### src/rtl/cpu_defs.sv
// Shared definitions for the multi-cycle control unit: sequencer states,
// opcode classes and instruction-register field positions.
package cpu_defs;

  localparam int OPW = 5;
  localparam int IRW = 32;

  localparam int OP_HI = 31;
  localparam int OP_LO = 27;
  localparam int RA_HI = 26;
  localparam int RA_LO = 23;
  localparam int RB_HI = 22;
  localparam int RB_LO = 19;
  localparam int RC_HI = 18;
  localparam int RC_LO = 15;

  localparam logic [OPW-1:0] ALU_FIRST = 5'b00011;
  localparam logic [OPW-1:0] ALU_LAST  = 5'b01100;
  localparam logic [OPW-1:0] OP_MUL    = 5'b01111;
  localparam logic [OPW-1:0] OP_DIV    = 5'b10000;
  localparam logic [OPW-1:0] OP_NEG    = 5'b10001;
  localparam logic [OPW-1:0] OP_NOT    = 5'b10010;
  localparam logic [OPW-1:0] OP_NOP    = 5'b11010;
  localparam logic [OPW-1:0] OP_HALT   = 5'b11011;

  typedef enum logic [3:0] {
    RESET, T0, T1, T2, T3, T4, T5, T6, HALT
  } state_t;

endpackage

### src/rtl/opcode_class_decode.sv
// Combinational classification of the IR opcode field into instruction classes.
module opcode_class_decode
  import cpu_defs::*;
(
  input  logic [OPW-1:0] op,
  output logic           is_alu,
  output logic           is_muldiv,
  output logic           is_unary,
  output logic           is_nop,
  output logic           is_halt,
  output logic           is_illegal
);

  always_comb begin
    is_alu     = (op >= ALU_FIRST) && (op <= ALU_LAST);
    is_muldiv  = (op == OP_MUL) || (op == OP_DIV);
    is_unary   = (op == OP_NEG) || (op == OP_NOT);
    is_nop     = (op == OP_NOP);
    is_halt    = (op == OP_HALT);
    is_illegal = !(is_alu || is_muldiv || is_unary || is_nop || is_halt);
  end

endmodule

### src/rtl/control_sequencer.sv
// Multi-cycle fetch/execute sequencer producing every Datapath strobe as a
// Moore function of the state register and the IR opcode.
module control_sequencer
  import cpu_defs::*;
(
  input  logic           Clock,
  input  logic           Clear,
  input  logic           Stop,
  input  logic [IRW-1:0] IR,
  output logic           Run,
  output logic           PCout,
  output logic           Zlowout,
  output logic           Zhighout,
  output logic           MDRout,
  output logic           MARin,
  output logic           Zin,
  output logic           PCin,
  output logic           MDRin,
  output logic           IRin,
  output logic           Yin,
  output logic           LOin,
  output logic           HIin,
  output logic           IncPC,
  output logic           Read,
  output logic [OPW-1:0] Operation,
  output logic           Gra,
  output logic           Grb,
  output logic           Grc,
  output logic           Rin,
  output logic           Rout,
  output logic           Illegal
);

  state_t         state, state_next, fetch_target;
  logic           stop_flag;
  logic [OPW-1:0] opcode;
  logic           is_alu, is_muldiv, is_unary, is_nop, is_halt, is_illegal;
  logic           unused_ir_fields;

  assign opcode           = IR[OP_HI:OP_LO];
  assign unused_ir_fields = ^IR[OP_LO-1:0];

  opcode_class_decode u_decode (
    .op         (opcode),
    .is_alu     (is_alu),
    .is_muldiv  (is_muldiv),
    .is_unary   (is_unary),
    .is_nop     (is_nop),
    .is_halt    (is_halt),
    .is_illegal (is_illegal)
  );

  // The stop request stays pending until the next instruction boundary.
  always_ff @(posedge Clock or negedge Clear) begin
    if (!Clear) begin
      state     <= RESET;
      stop_flag <= 1'b0;
    end else begin
      state     <= state_next;
      stop_flag <= stop_flag | Stop;
    end
  end

  always_comb begin
    state_next   = state;
    fetch_target = stop_flag ? HALT : T0;
    Run = 1'b0; PCout = 1'b0; Zlowout = 1'b0; Zhighout = 1'b0; MDRout = 1'b0;
    MARin = 1'b0; Zin = 1'b0; PCin = 1'b0; MDRin = 1'b0; IRin = 1'b0;
    Yin = 1'b0; LOin = 1'b0; HIin = 1'b0; IncPC = 1'b0; Read = 1'b0;
    Operation = '0; Gra = 1'b0; Grb = 1'b0; Grc = 1'b0;
    Rin = 1'b0; Rout = 1'b0; Illegal = 1'b0;
    case (state)
      RESET: state_next = T0;
      T0: begin
        Run = 1'b1; PCout = 1'b1; MARin = 1'b1; IncPC = 1'b1; Zin = 1'b1;
        state_next = T1;
      end
      T1: begin
        Run = 1'b1; Zlowout = 1'b1; PCin = 1'b1; Read = 1'b1; MDRin = 1'b1;
        state_next = T2;
      end
      T2: begin
        Run = 1'b1; MDRout = 1'b1; IRin = 1'b1;
        state_next = T3;
      end
      T3: begin
        Run = 1'b1;
        if (is_alu || is_muldiv) begin
          Grb = 1'b1; Rout = 1'b1; Yin = 1'b1;
          state_next = T4;
        end else if (is_unary) begin
          state_next = T4;
        end else if (is_halt) begin
          state_next = HALT;
        end else begin
          Illegal    = is_illegal;
          state_next = fetch_target;
        end
      end
      // Unary ops take their single operand from Rb; two-operand ops read Rc here.
      T4: begin
        Run = 1'b1;
        if (is_alu || is_muldiv || is_unary) begin
          Operation = opcode; Zin = 1'b1; Rout = 1'b1;
          Grc = !is_unary; Grb = is_unary;
          state_next = T5;
        end else begin
          state_next = fetch_target;
        end
      end
      T5: begin
        Run = 1'b1;
        if (is_muldiv) begin
          Zlowout = 1'b1; LOin = 1'b1;
          state_next = T6;
        end else if (is_alu || is_unary) begin
          Zlowout = 1'b1; Gra = 1'b1; Rin = 1'b1;
          state_next = fetch_target;
        end else begin
          state_next = fetch_target;
        end
      end
      T6: begin
        Run = 1'b1; Zhighout = 1'b1; HIin = 1'b1;
        state_next = fetch_target;
      end
      HALT:    state_next = HALT;
      default: state_next = RESET;
    endcase
  end

endmodule
### config.mk
export PLATFORM = sky130hd
export DESIGN_NAME = control_sequencer
export DESIGN_NICKNAME = d
export VERILOG_FILES = /design/src/rtl/cpu_defs.sv /design/src/rtl/opcode_class_decode.sv /design/src/rtl/control_sequencer.sv
export SDC_FILE = /design/constraint.sdc
export NUM_CORES = 1
export LEC_CHECK = 0
export CAP_MARGIN = 25
export CORE_MARGIN = 2
export CORE_UTILIZATION = 34
export CTS_BUF_LIST = sky130_fd_sc_hd__clkbuf_4 sky130_fd_sc_hd__clkbuf_8
export DETAILED_ROUTE_END_ITERATION = 10
export PLACE_DENSITY = 0.87
export SLEW_MARGIN = 0
export SYNTH_ARGS = -nofsm -noshare
export SYNTH_HDL_FRONTEND = slang
export SYNTH_SLANG_ARGS = --single-unit
export TNS_END_PERCENT = 1
### constraint.sdc
create_clock -name Clock -period 2.37 [get_ports Clock]
set_clock_uncertainty 0.1 [all_clocks]
set_input_delay 0.474 -clock Clock [delete_from_list [all_inputs] [get_ports Clock]]
set_output_delay 0.474 -clock Clock [all_outputs]
set_load 0.02 [all_outputs]
# --- Yosys cells after proc, flatten, opt, wreduce, memory -nomap -nowiden ---
# Index checks and enable logic that the tools add are counted.
totals:
  mem_count: 0
  elab_cells: 65
  mem_bits_rw: 0
  rom_bits: 0
  latchBits: 0
  output_inout_bits: 26
  ff_bits: 5
classes:
  multipliers: 0
  n_eq_ne: 14
  reduce_logical: 12
  n_shift: 0
  n_bitwise: 1
  div_mod_pow: 0
  n_mux: 34
  order_cmp: 2
  addsub: 0
ops:
  columns: ["operator", "n"]
  rows:
  - ["4-bit case mux with 9 select lines", 1]
  - ["5-bit equality test, second input constant", 5]
  - ["4-bit 2-to-1 mux", 6]
  - ["1-bit 2-to-1 mux", 21]
  - ["4-bit by 3-bit equality test with 1-bit output, second input constant", 4]
  - ["5-bit 2-to-1 mux", 2]
  - ["4-bit by 2-bit equality test with 1-bit output, second input constant", 2]
  - ["1-bit case mux with 2 select lines", 4]
  - ["1-bit logical OR", 7]
  - ["7-bit OR reduction", 1]
  - ["5-bit by 4-bit equality test with 1-bit output, second input constant", 1]
  - ["5-bit by 2-bit greater-or-equal comparator with 1-bit output, second input constant", 1]
  - ["5-bit by 4-bit <= comparator with 1-bit output, second input constant", 1]
  - ["4-bit by 1-bit equality test with 1-bit output, second input constant", 1]
  - ["4-bit equality test, second input constant", 1]
  - ["4-bit logical NOT", 1]
  - ["1-bit logical NOT", 2]
  - ["1-bit logical AND", 1]
  - ["1-bit bitwise OR", 1]

# --- Logic depth before layout (Yosys ltp) ---
depth:
  ltp_word: 11
  mapped_depth: 6
  depth_no_buf: 5

# --- Modules after synthesis ---
# From an unflattened synthesis, not the netlist that was laid out.
unflattened:
  cells_unflattened: 96
  area_unflattened_um2: 664.4
modules_own_cells:
  columns: ["mod", "instances", "cells_per_inst", "area_per_inst_um2"]
  rows:
  - ["control_sequencer", 1, 76, 549.3]
  - ["opcode_class_decode", 1, 20, 115.1]

# --- Worst setup path after synthesis ---
# OpenSTA, ideal clock, no wires.
synth_timing:
  path_kind: "register -> output"
  from: "reg state[0]"
  to: "out Zlowout"
  path_slack_ns: -0.169
  arrival_time_ns: 1.965
  required_time_ns: 1.796
  stages_incl_launch_ff: 4
  path_cell_list: "dfrtp_1 clkbuf_1 nor4b_1 o21bai_1"
synth_between:
  elab_chain_len: 2
  elab_cells_between_ends: 3
  cone_classes: "2 x eq/ne; 1 x mux"
synth_lines:
  columns: ["item", "line", "text"]
  rows:
  - ["start, declared", "control_sequencer.sv:34", "state_t state, state_next, fetch_target;"]
  - ["start signal, assigned", "control_sequencer.sv:59", "state <= state_next;"]
  - ["4-bit by 3-bit equality test with 1-bit output / 4-bit by 2-bit equality test with 1-bit output (equally long branches)", "control_sequencer.sv:72", "case (state)"]
  - ["1-bit case mux with 2 select lines *", "control_sequencer.sv:72", null]
  - ["end, declared", "control_sequencer.sv:12", "output logic Zlowout,"]
# Every way passes the cells marked *; elsewhere a longest branch is shown, timed or not.

# --- Final worst setup path ---
layout_timing:
  from: "in IR[27]"
  to: "out Rout"
layout_between:
  elab_chain_len: 6
  elab_cells_between_ends: 14
  cone_classes: "2 x order compare; 4 x eq/ne; 3 x mux; 5 x reduce/logical"
layout_lines:
  columns: ["item", "line", "text"]
  rows:
  - ["start, declared", "control_sequencer.sv:9", "input logic [IRW-1:0] IR,"]
  - ["5-bit by 2-bit greater-or-equal comparator with 1-bit output, or another cell as far along", "opcode_class_decode.sv:15", "is_alu = (op >= ALU_FIRST) && (op <= ALU_LAST);"]
  - ["1-bit logical AND / 1-bit logical OR (equally long branches)", "opcode_class_decode.sv:15, opcode_class_decode.sv:16", null]
  - ["1-bit logical OR", "control_sequencer.sv:88, control_sequencer.sv:103", null]
  - ["1-bit logical OR", "control_sequencer.sv:103", "if (is_alu || is_muldiv || is_unary) begin"]
  - ["1-bit 2-to-1 mux", "control_sequencer.sv:103", null]
  - ["1-bit case mux with 2 select lines *", "control_sequencer.sv:72", null]
  - ["end, declared", "control_sequencer.sv:30", "output logic Rout,"]
# Marks and branches as above.

==> results.ini <==
[critical_path]
critPathCapture=Rout
worstPathArrival_ps=1800
crit_fanout=5
critical_path_class=in -> out
reg2reg_to=state[1]
crit_path_start=IR[27]
required_ps=1800
r2r_slack_ps=740
r2r-start=state[2]
cp-start-kind=input port
endpoint_kind=output pin
reg2reg_depth=5

[sta]
finalHoldViolations=0
setup_ws_ps=-2.09
worst_slew_pin_slew_ps=406
period_needed_ps=2370
finalCritPeriodShare_pct=100
slew_violations=0
max-slew-margin-rel_pct=72.9
fmax_mhz=422
grt_setup_unrepaired=true
setup_viol=1

[place]
dp_hpwl_um=1690
place_area_sq_mm=0.00117
pre_cts_slack_ps=-818
gp_congestion=0.916
io_buffers=33

[detailed_routing]
vias=898
wl_per_cell_um=13.0
ant_nets=0
drc=0
viasPerCell=5.16
drt_iter0_markers=12
finalWirelength_um=2250
first_pass_iters=4

[cts]
ctsRootBufferMaster=clkbuf_4
cts_tree=done
cts-buffers-inserted=3
htree_levels=1
clock_sinks=5
clockBufferDepth=2
clk_pin_slew_ps=40
clk_latency_ps=250
hold_buffers=0

[final_layout]
seqCellArea_sq_um=125
fillers=174
fin_nets=183
diodes=0
fin_area_sq_mm=0.00120
area_growth_pct=74.0
multiInputGateArea_sq_um=510
drive_gt1_share_pct=49.7

[power_and_ir_drop]
p_leak_nw=0.587
power_density_mw_per_mm2=852
p_total_mw=1.02
ir_drop_uv=601

[yosys]
async_flop_share_pct=100
yosysSeqAreaShare_pct=18.1
synth_flop_cell=dfrtp_1
synth_area_leaders=dfrtp_1 (18%), buf_4 (8.7%), a21oi_1 (4.4%), and2_2 (4.4%), nand2_1 (4.4%)
synth_area_sq_um=689
synth_edf_count=0
syn_nets=129
ys_warn_count=0
ys_types=38
synth_top_cell_by_area=dfrtp_1
syn_avg_cell_area_sq_um=7.33
synth_seq_cells=5
synthCells=94
ys_top_cells_by_count=buf_4 (8), nand2_1 (8), nor2_1 (7), a21oi_1 (6)
synth_top_area_share_pct=18.1

[global_routing]
gr-total-overflow=0
antenna_found_initial=0
grt_max_degree=15
grtUsageTotal_pct=19.4
grt_first_pass_wirelength_um=3690
grt_pass1_vias=881

[floorplanning]
io_pins=61
start_util_pct=35.5
num_rows=16
die_w_um=49.0
die_area_sq_mm=0.00240
core_area_sq_mm=0.00194
die_h_um=49.0

[outcome]
violations=setup timing
status=complete, but fails checks

[worst_hold_path]
hold_class=in -> async

[flow_run]
maxCapViolCount=0

## layout make-up
cell class	instances	area share [%]
Multi-Input combinational cell	72	42.5
Timing Repair Buffer	63	40.8
Sequential cell	5	10.4
Tap cell	27	2.82
Clock buffer	4	2.50
Inverter	3	0.938
## what timing repair did
item	4_1_cts	5_1_grt
cloned	0	0
setup endpoints to repair	23	16
gates resized for setup	85	17
pin swaps	4	6
setup buffers	3	0
## worst min path at each step
stage                          from   endpoint
after CTS                     Clear  stop_flag
after detailed placement  stop_flag  stop_flag
after global routing          Clear  stop_flag
after global placement    stop_flag  stop_flag
final                         Clear  stop_flag
after floorplan               Clear   state[0]
## kinds of logic after synthesis
logic type	share of synthesized area, %
DFF	18.1
xor gates and xnor gates	1.27
buffers and inverters	15.1
and+or+nand+nor	43.6
AOI/OAI and AO/OA	22.0
## worst max-delay path: stages
cell      delay (ps)
buf_2            140
and3b_2          230
a211oi_4         260
a21oi_4          120
buf_4            140
or2_2            290
buf_6            140
## state kept, by name, indices dropped and copies added, names as in the netlist
name       cells
state          4
stop_flag      1
## power by group
part	total (mW)	leakage (nW)	internal [mW]	switching, mW
logic	0.786	0.509	0.361	0.424
clock network	0.112	0.0184	0.0752	0.0368
registers	0.125	0.0596	0.113	0.0122
## per-layer routing
| metal | global-route usage [%] | wire (um) | vias up |
|---|---|---|---|
| li1 | - | - | 433 |
| met1 | 20.2 | 862 | 415 |
| met2 | 37.0 | 1200 | 42 |
| met3 | 3.07 | 126 | 8 |
| met4 | 10.0 | 66 | 0 |
| met5 | 0 | 0 | - |
## per-stage QoR
step                utilization (%)  setup TNS (ps)  instances  hold slack [ps]
floorplan                         -           -94.4         94             78.4
global placement               60.2           -9170        167              452
detailed placement             60.2          -10700        167              455
CTS                            62.4            -247        174              340
global route                   61.8           -96.7        174              349
finish                         61.8           -2.09        174              342
## layout by cell type (no fill, tap or decap), drive strengths merged, types with 2 or more instances in the layout
cell | synthesis | routed
buf | 11 | 46
dlygate4sd2 | 0 | 8
nand2 | 8 | 8
nor2 | 7 | 7
a21oi | 7 | 7
clkdlybuf4s50 | 0 | 5
dfrtp | 5 | 5
o21ai | 5 | 5
nand2b | 4 | 4
and2 | 4 | 4
clkbuf | 3 | 4
nor3 | 4 | 4
inv | 3 | 3
nor2b | 3 | 3
nand3b | 3 | 3
or2 | 3 | 3
clkdlybuf4s15 | 0 | 3
nor3b | 3 | 3
nor4 | 2 | 2
and3b | 2 | 2
a211oi | 2 | 2
or3 | 2 | 2
Power figures use the tool's default switching activity.
